[src/rtl/adder2_seq_ctrl_pkg.sv]
// Shared definitions for the serial 2-bit-slice adder sequencer.
package adder2_seq_ctrl_pkg;

    // Default operand/result width
    localparam int DEFAULT_WIDTH = 8;

    // Sequencer states; the unused code 2'd3 falls back to IDLE
    typedef enum logic [1:0] {
        ST_IDLE = 2'd0,
        ST_RUN  = 2'd1,
        ST_DONE = 2'd2
    } state_t;

    // Width of the step counter: one spare bit so it cannot wrap mid-operation
    function automatic int step_width(input int nstep);
        return $clog2(nstep) + 1;
    endfunction

endpackage

[src/rtl/adder2_seq_ctrl_if.sv]
// Operand and result handshake bundle for the serial adder.
import adder2_seq_ctrl_pkg::*;

interface adder2_seq_ctrl_if #(
    parameter int WIDTH = DEFAULT_WIDTH
);
    logic             start_valid;
    logic             start_ready;
    logic [WIDTH-1:0] a;
    logic [WIDTH-1:0] b;
    logic             cin;
    logic             busy;
    logic             res_valid;
    logic             res_ready;
    logic [WIDTH-1:0] sum;
    logic             cout;

    // Operand source / result consumer side
    modport master (
        output start_valid, a, b, cin, res_ready,
        input  start_ready, busy, res_valid, sum, cout
    );

    // Adder sequencer side
    modport slave (
        input  start_valid, a, b, cin, res_ready,
        output start_ready, busy, res_valid, sum, cout
    );
endinterface

[src/rtl/adder2_seq_ctrl_slice.sv]
// Combinational 2-bit ripple adder; the only arithmetic in the sequencer.
module adder2_slice (
    input  logic [1:0] x,
    input  logic [1:0] y,
    input  logic       ci,
    output logic [1:0] s,
    output logic       co
);
    logic [2:0] c;

    assign c[0] = ci;

    // One full-adder cell per bit, carry rippling upward
    for (genvar gi = 0; gi < 2; gi++) begin : g_bit
        assign s[gi]   = x[gi] ^ y[gi] ^ c[gi];
        assign c[gi+1] = (x[gi] & y[gi]) | (c[gi] & (x[gi] ^ y[gi]));
    end

    assign co = c[2];
endmodule

[src/rtl/adder2_seq_ctrl.sv]
// Sequencer that computes a WIDTH-bit add by iterating one 2-bit slice,
// least-significant pair first, behind valid/ready handshakes.
import adder2_seq_ctrl_pkg::*;

module adder2_seq_ctrl #(
    parameter int WIDTH = DEFAULT_WIDTH
) (
    input  logic              clk,
    input  logic              rst_n,
    adder2_seq_ctrl_if.slave  bus
);
    localparam int NSTEP = WIDTH / 2;
    localparam int STEPW = step_width(NSTEP);

    state_t             state_reg;
    state_t             state_next;
    logic [STEPW-1:0]   step_reg;
    logic               carry_reg;
    logic [WIDTH-1:0]   a_sh_reg;
    logic [WIDTH-1:0]   b_sh_reg;
    logic [WIDTH-1:0]   sum_sh_reg;
    logic [WIDTH-1:0]   sum_out_reg;
    logic               cout_out_reg;

    logic [1:0]         slice_s;
    logic               slice_co;
    logic [WIDTH-1:0]   sum_sh_next;
    logic               last_step;

    adder2_slice u_slice (
        .x  (a_sh_reg[1:0]),
        .y  (b_sh_reg[1:0]),
        .ci (carry_reg),
        .s  (slice_s),
        .co (slice_co)
    );

    // New slice result enters at the top; earlier pairs move toward bit 0
    assign sum_sh_next = (sum_sh_reg >> 2) | (WIDTH'(slice_s) << (WIDTH - 2));
    assign last_step   = (step_reg == STEPW'(NSTEP - 1));

    // State register
    always_ff @(posedge clk or negedge rst_n) begin
        if (!rst_n) begin
            state_reg <= ST_IDLE;
        end else begin
            state_reg <= state_next;
        end
    end

    // Next-state and handshake outputs
    always_comb begin
        state_next      = ST_IDLE;
        bus.start_ready = 1'b0;
        bus.busy        = 1'b0;
        bus.res_valid   = 1'b0;
        case (state_reg)
            ST_IDLE: begin
                bus.start_ready = 1'b1;
                state_next      = bus.start_valid ? ST_RUN : ST_IDLE;
            end
            ST_RUN: begin
                bus.busy   = 1'b1;
                state_next = last_step ? ST_DONE : ST_RUN;
            end
            ST_DONE: begin
                bus.busy      = 1'b1;
                bus.res_valid = 1'b1;
                // A start offered now waits for the following IDLE cycle
                state_next    = bus.res_ready ? ST_IDLE : ST_DONE;
            end
            default: begin
                state_next = ST_IDLE;
            end
        endcase
    end

    // Datapath: operand load, per-step shifting, and result capture
    always_ff @(posedge clk or negedge rst_n) begin
        if (!rst_n) begin
            step_reg     <= '0;
            carry_reg    <= 1'b0;
            a_sh_reg     <= '0;
            b_sh_reg     <= '0;
            sum_sh_reg   <= '0;
            sum_out_reg  <= '0;
            cout_out_reg <= 1'b0;
        end else begin
            case (state_reg)
                ST_IDLE: begin
                    if (bus.start_valid) begin
                        a_sh_reg  <= bus.a;
                        b_sh_reg  <= bus.b;
                        carry_reg <= bus.cin;
                        step_reg  <= '0;
                    end
                end
                ST_RUN: begin
                    a_sh_reg   <= a_sh_reg >> 2;
                    b_sh_reg   <= b_sh_reg >> 2;
                    sum_sh_reg <= sum_sh_next;
                    carry_reg  <= slice_co;
                    step_reg   <= step_reg + STEPW'(1);
                    // Output holds the previous result until this one completes
                    if (last_step) begin
                        sum_out_reg  <= sum_sh_next;
                        cout_out_reg <= slice_co;
                    end
                end
                default: begin
                end
            endcase
        end
    end

    assign bus.sum  = sum_out_reg;
    assign bus.cout = cout_out_reg;
endmodule

[src/flat_wrapper.sv]
// flat-port wrapper written by rule: the top's interface ports become plain ports
module adder2_seq_ctrl_flat 
#(
    parameter int WIDTH = DEFAULT_WIDTH
)
  (clk, rst_n, bus_start_valid, bus_a, bus_b, bus_cin, bus_res_ready, bus_start_ready, bus_busy, bus_res_valid, bus_sum, bus_cout);
  adder2_seq_ctrl_if #(.WIDTH(WIDTH)) bus_i ();
  input  logic clk;
  input  logic rst_n;
  input wire logic [$bits(bus_i.start_valid)-1:0] bus_start_valid;
  input wire logic [$bits(bus_i.a)-1:0] bus_a;
  input wire logic [$bits(bus_i.b)-1:0] bus_b;
  input wire logic [$bits(bus_i.cin)-1:0] bus_cin;
  input wire logic [$bits(bus_i.res_ready)-1:0] bus_res_ready;
  output wire logic [$bits(bus_i.start_ready)-1:0] bus_start_ready;
  output wire logic [$bits(bus_i.busy)-1:0] bus_busy;
  output wire logic [$bits(bus_i.res_valid)-1:0] bus_res_valid;
  output wire logic [$bits(bus_i.sum)-1:0] bus_sum;
  output wire logic [$bits(bus_i.cout)-1:0] bus_cout;
  assign bus_i.start_valid = bus_start_valid;
  assign bus_i.a = bus_a;
  assign bus_i.b = bus_b;
  assign bus_i.cin = bus_cin;
  assign bus_i.res_ready = bus_res_ready;
  assign bus_start_ready = bus_i.start_ready;
  assign bus_busy = bus_i.busy;
  assign bus_res_valid = bus_i.res_valid;
  assign bus_sum = bus_i.sum;
  assign bus_cout = bus_i.cout;
  adder2_seq_ctrl #(.WIDTH(WIDTH)) u_core (.clk(clk), .rst_n(rst_n), .bus(bus_i));
endmodule
[config.mk]
export PLATFORM = sky130hd
export DESIGN_NAME = adder2_seq_ctrl_flat
export DESIGN_NICKNAME = d
export VERILOG_FILES = /design/src/rtl/adder2_seq_ctrl_pkg.sv /design/src/rtl/adder2_seq_ctrl_if.sv /design/src/rtl/adder2_seq_ctrl_slice.sv /design/src/rtl/adder2_seq_ctrl.sv /design/src/flat_wrapper.sv
export SDC_FILE = /design/constraint.sdc
export NUM_CORES = 1
export LEC_CHECK = 0
export ABC_AREA = 1
export BUFFER_PORTS_ARGS = -buffer_cell sky130_fd_sc_hd__buf_2
export CAP_MARGIN = 20
export CORE_MARGIN = 2
export CORE_UTILIZATION = 45
export DETAILED_ROUTE_END_ITERATION = 8
export HOLD_SLACK_MARGIN = 0.02
export PLACE_DENSITY = 0.67
export SLEW_MARGIN = 10
export SYNTH_ARGS = -nofsm -noshare
export SYNTH_HDL_FRONTEND = slang
export SYNTH_SLANG_ARGS = --single-unit
[constraint.sdc]
create_clock -name clk -period 1.55 [get_ports clk]
set_input_delay 0.31 -clock clk [delete_from_list [all_inputs] [get_ports clk]]
set_output_delay 0.31 -clock clk [all_outputs]
set_load 0.02 [all_outputs]
# Word-level counts from Yosys, hierarchy flattened
# Cells that the tools add are included.
# word_totals
regBits,39
in_bits,21
wordCells,44
# classes
addsub,1
n_eq_ne,4
mux,15
n_bitwise,11
reduce_logical,5
# op_table
op,n
one-hot mux 8 bit (2 select lines),2
two-way mux 8 bit,2
OR 6 x 8 -> 8 bit,1
one-hot mux 2 bit (3 select lines),1
one-hot mux 3 bit (2 select lines),1
two-way mux 1 bit,5
bitwise AND 1 bit,4
two-way mux 2 bit,2
AND reduction 2 bit,2
XOR 1 bit,4
"adder 3 x 1 -> 3 bit, second input constant",1
"equality test 3 x 2 -> 1 bit, second input constant",1
two-way mux 3 bit,1
"equality test 2 x 1 -> 1 bit, second input constant",1
"equality test 2 bit, second input constant",1
zero test 2 bit,1
"!= test 2 bit, second input constant",1
OR 1 bit,2
one-hot mux 1 bit (2 select lines),1
nonzero test 2 bit,1
OR reduction 2 bit,1

# Depth between registers and ports, before layout
# depth
ltp_word,6
depth_mapped,9
ltp_nobuf,8

# Cells and area by module
# Synthesis repeated with hierarchy kept, for this count alone.
# unflattened
hier_cells,222
area_unflattened_um2,1833.0
# modules_own_cells
mod,instances,cells_each,area_each_um2,seq_area_each_um2
adder2_seq_ctrl,1,212,1762.9,925.9
adder2_slice,1,10,70.1,0.0

# Worst setup path before layout
# No wires, ideal clock.
# synth_timing
path_kind,register to register
startpoint,register u_core.b_sh_reg[0]
endpoint,"register u_core.sum_out_reg[7], in the netlist u_core.bus.sum[7]"
setup_ns,0.126
arrival_time_ns,1.356
t_required_ns,1.424
slack_ns,0.068
path_stages_with_launch,5
path_buffers,0
cell_sequence,dfrtp_1 > inv_1 > fa_1 > fa_1 > o21ai_0
# synth_between
elab_chain_cells,5
elab_cells_between_ends,6
# synth_lines
item,line,rtl
"start, declared",adder2_seq_ctrl.sv:20,logic [WIDTH-1:0] b_sh_reg;
"start signal, assigned",adder2_seq_ctrl.sv:93,b_sh_reg <= bus.b;
"start signal, assigned",adder2_seq_ctrl.sv:100,b_sh_reg <= b_sh_reg >> 2;
XOR 1 bit,adder2_seq_ctrl_slice.sv:16,assign c[gi+1] = (x[gi] & y[gi]) | (c[gi] & (x[gi] ^ y[gi]));
bitwise AND 1 bit,adder2_seq_ctrl_slice.sv:16,
OR 1 bit (*),adder2_seq_ctrl_slice.sv:16,
XOR 1 bit (*),adder2_seq_ctrl_slice.sv:15,assign s[gi] = x[gi] ^ y[gi] ^ c[gi];
OR 6 x 8 -> 8 bit (*),adder2_seq_ctrl.sv:39,assign sum_sh_next = (sum_sh_reg >> 2) | (WIDTH'(slice_s) << (WIDTH - 2));
"end signal, assigned",adder2_seq_ctrl.sv:106,sum_out_reg <= sum_sh_next;
"end, declared",adder2_seq_ctrl.sv:22,logic [WIDTH-1:0] sum_out_reg;
# Mark *: on every way between the ends. The rest lies on a longest branch, timed or not.
# A chain may end at the register's enable or synchronous reset.

# Worst setup path in the final report
# layout_timing
startpoint,register u_core.b_sh_reg[0]
endpoint,register u_core.sum_sh_reg[7]
# layout_between
elab_chain_cells,5
elab_cells_between_ends,6
# layout_lines
item,line,rtl
XOR 1 bit,adder2_seq_ctrl_slice.sv:16,
bitwise AND 1 bit,adder2_seq_ctrl_slice.sv:16,
OR 1 bit (*),adder2_seq_ctrl_slice.sv:16,
XOR 1 bit (*),adder2_seq_ctrl_slice.sv:15,
OR 6 x 8 -> 8 bit (*),adder2_seq_ctrl.sv:39,
"end signal, assigned",adder2_seq_ctrl.sv:101,sum_sh_reg <= sum_sh_next;
"end, declared",adder2_seq_ctrl.sv:21,logic [WIDTH-1:0] sum_sh_reg;
# Marks and branches as above.

==> metrics.csv <==
stage,metric,value,unit
global_route,track_usage,18.3,%
floorplan,fp-row-count,22,
timing,post-route-period-util,98.9,%
floorplan,die-area,4490,µm²
finish,n_fill_cell,371,
hold_path,hold_path.class,primary input to register,
yosys,synth_top_cell_by_area,dfrtp_1,
global_route,grt_pass1_vias,1349,
clock_network,cts_tree,done,
pwr,p_per_area,2070,nW/µm²
yosys,yosysSeqAreaShare,51.8,%
clock_network,root_buffer,clkbuf_8,
setup_path,worstPathMaxFanout,2,
yosys,syn-cell-area,1790,µm²
setup_path,arrival,1720,ps
drt,wl_per_cell,11.7,µm
floorplan,io_pins,33,
yosys,syn_inst,216,
yosys,synth_cell_type_count,14,
floorplan,core_region_area,3740,µm²
finish,drive_gt1_share,21.7,%
finish,fin_cells,302,
clock_network,clk_latency,290,ps
clock_network,h-tree-depth,2,
placed_design,place_inst,292,
setup_path,criticalPathCategory,register to register,
yosys,async_reset_ff_share,100,%
timing,setup-violations-final,0,
floorplan,die_h,67.0,µm
finish,final_nets,282,
drt,first_iter_violations,81,
yosys,synth_most_common_cell,nand2_1,
setup_path,end_kind,register,
placed_design,gp_congestion,0.696,
timing,worst_slew_pin_slew,274,ps
yosys,avgSynthCellArea,8.27,µm²
pwr,max-vdd-ir-drop,0.000967,V
drt,drc,0,
clock_network,cts.sinks,37,
timing,max_freq,652,MHz
timing,slew_viol_final,0,
clock_network,clkTransAtPathRegs,80,ps
yosys,synthTopCellsByArea,"dfrtp_1, nand2_1, nand3_1",
pwr,power_leakage,0.00120,µW
finish,design_area,2120,µm²
clock_network,cts_max_path_buffers,2,
yosys,synth_common_cells,"nand2_1, dfrtp_1, nand3_1, inv_1, o21ai_0",
placed_design,io_buffer_count,32,
finish,n_antenna_cell,0,
global_route,grt_first_pass_wirelength,6070,µm
floorplan,die_w,67.0,µm
yosys,synth_fp_nets,245,
timing,finClkSkew,6.59,ps
drt,vias,1438,
timing,period_minus_slack,1530,ps
placed_design,hpwl,2310,µm
global_route,grt_start_max_net_pins,38,
drt,antenna_left,0,
clock_network,cts_made_buffers,5,
placed_design,dpl_cell_area,2010,µm²
floorplan,initial_core_util,47.7,%
yosys,synthFlopType,dfrtp_1,
setup_path,crit_required,1730,ps
finish,area.growth.synth_to_final,18.7,%
timing,maxSlewHeadroom,81.7,%
setup_path,crit_path_start_kind,register,
drt,firstDrtPassIters,5,
global_route,gr-total-overflow,0,
timing,finalHoldViolCount,0,
yosys,synth.top_cell.area_share,51.8,%
timing,rsz0062_at_grt,true,
drt,viasPerCell,4.76,
global_route,grt_antenna_before_repair,0,
yosys,ys_ff_latch,37,
yosys,yosysWarningCount,0,
yosys,synth_edf_count,0,
drt,wl,3540,µm
run_status,status,"complete, no violations",
job,max_cap_violations,0,
==> routing by layer <==
layer	wire length, µm	up-vias	share of wire [%]	track usage (%)
met5	0	-	0	0
met4	50	0	1.4	8.42
met3	176	6	5.0	5.24
met2	1720	33	49	30.8
met1	1590	663	45	21.3
li1	-	736	-	-
==> kinds of logic after synthesis <==
kind of cell             after synthesis  share of synthesized area, %
AO/OA/AOI/OAI                         15                          4.20
adder cells (fa/ha/maj)                8                          6.44
flip-flops                            37                          51.8
buffers and inverters                 28                          8.26
AND/OR/NAND/NOR                      128                          29.3
==> cells in the final DEF (no fill, tap or decap) <==
cell type	netlist	layout
clkinv_2	0	2
a21oi_1	2	2
fa_2	0	2
nand3_1	22	22
nor2_1	3	3
inv_2	0	3
nand2_1	101	101
buf_12	0	3
clkinvlp_4	0	1
o21ai_1	0	2
nand2_4	2	2
ha_1	6	6
buf_2	5	32
buf_4	1	4
dlygate4sd3_1	0	1
inv_4	1	1
o21ai_0	13	11
dfrtp_1	37	37
inv_1	17	14
clkbuf_8	0	5
==> repair_timing <==
item / 4_1_cts / 5_1_grt
pin swaps: 0 / 6
hold buffers: 1 / 0
endpoints found under the setup margin: 3 / 4
hold endpoints to repair: 37 / 0
buffers inserted: 0 / 1
resized for setup: 1 / 6
==> critical path, stage by stage, from the launching register on <==
cell and delay, ps:
dfrtp_1 370, inv_2 50, fa_2 390, fa_2 550
o21ai_1 60
==> power breakdown <==
group | leakage (µW) | internal [µW] | switching [µW] | total [µW]
Clock | 0.0000439 | 310 | 360 | 670
Combinational | 0.000677 | 793 | 1350 | 2140
Sequential | 0.000478 | 1370 | 213 | 1590
Total | 0.00120 | 2480 | 1920 | 4390
==> worst paths after layout <==
check / start / endpoint / slack (ps) / depth (start not counted)
max: u_core.b_sh_reg[0]$_DFFE_PN0P_ / u_core.sum_sh_reg[7]$_DFFE_PN0P_ / 20 / 4
min: bus_a[7] / u_core.a_sh_reg[7]$_DFFE_PN0P_ / 210 / 3
max reg2reg: u_core.b_sh_reg[0]$_DFFE_PN0P_ / u_core.sum_sh_reg[7]$_DFFE_PN0P_ / 20 / 4
min reg2reg: u_core.bus.sum[0]$_DFFE_PN0P_ / u_core.bus.sum[0]$_DFFE_PN0P_ / 480 / 2
max in group asynchronous: rst_n / u_core.a_sh_reg[7]$_DFFE_PN0P_ / 850 / 3
min in group asynchronous: rst_n / u_core.sum_sh_reg[3]$_DFFE_PN0P_ / 500 / 3
==> area by class of cell <==
cell class / instances / area [µm²] / area share (%)
well taps: 48 / 60.1 / 2.83
multi-input cells: 151 / 718 / 33.9
inverters: 18 / 70.1 / 3.30
clock buffers: 5 / 68.8 / 3.24
repair buffers: 40 / 260 / 12.3
clock inverters: 3 / 17.5 / 0.826
flip-flops and latches: 37 / 926 / 43.7
==> metrics by stage <==
step / setup TNS, ps / util (%) / hold slack, ps / worst slack [ps] / total power, µW
after CTS: 0 / 56.4 / 203 / 29.1 / 4400
after floorplan: 0 / - / 14.4 / 68.2 / 3180
final: 0 / 56.7 / 207 / 17.1 / 4390
after detailed placement: -10.6 / 53.7 / 290 / -5.45 / 3720
after global routing: -35.9 / 56.7 / 211 / -16.3 / 4810
after global placement: 0 / 53.7 / 290 / 42.7 / 3630
No activity file was read; power rests on OpenSTA's default activity.
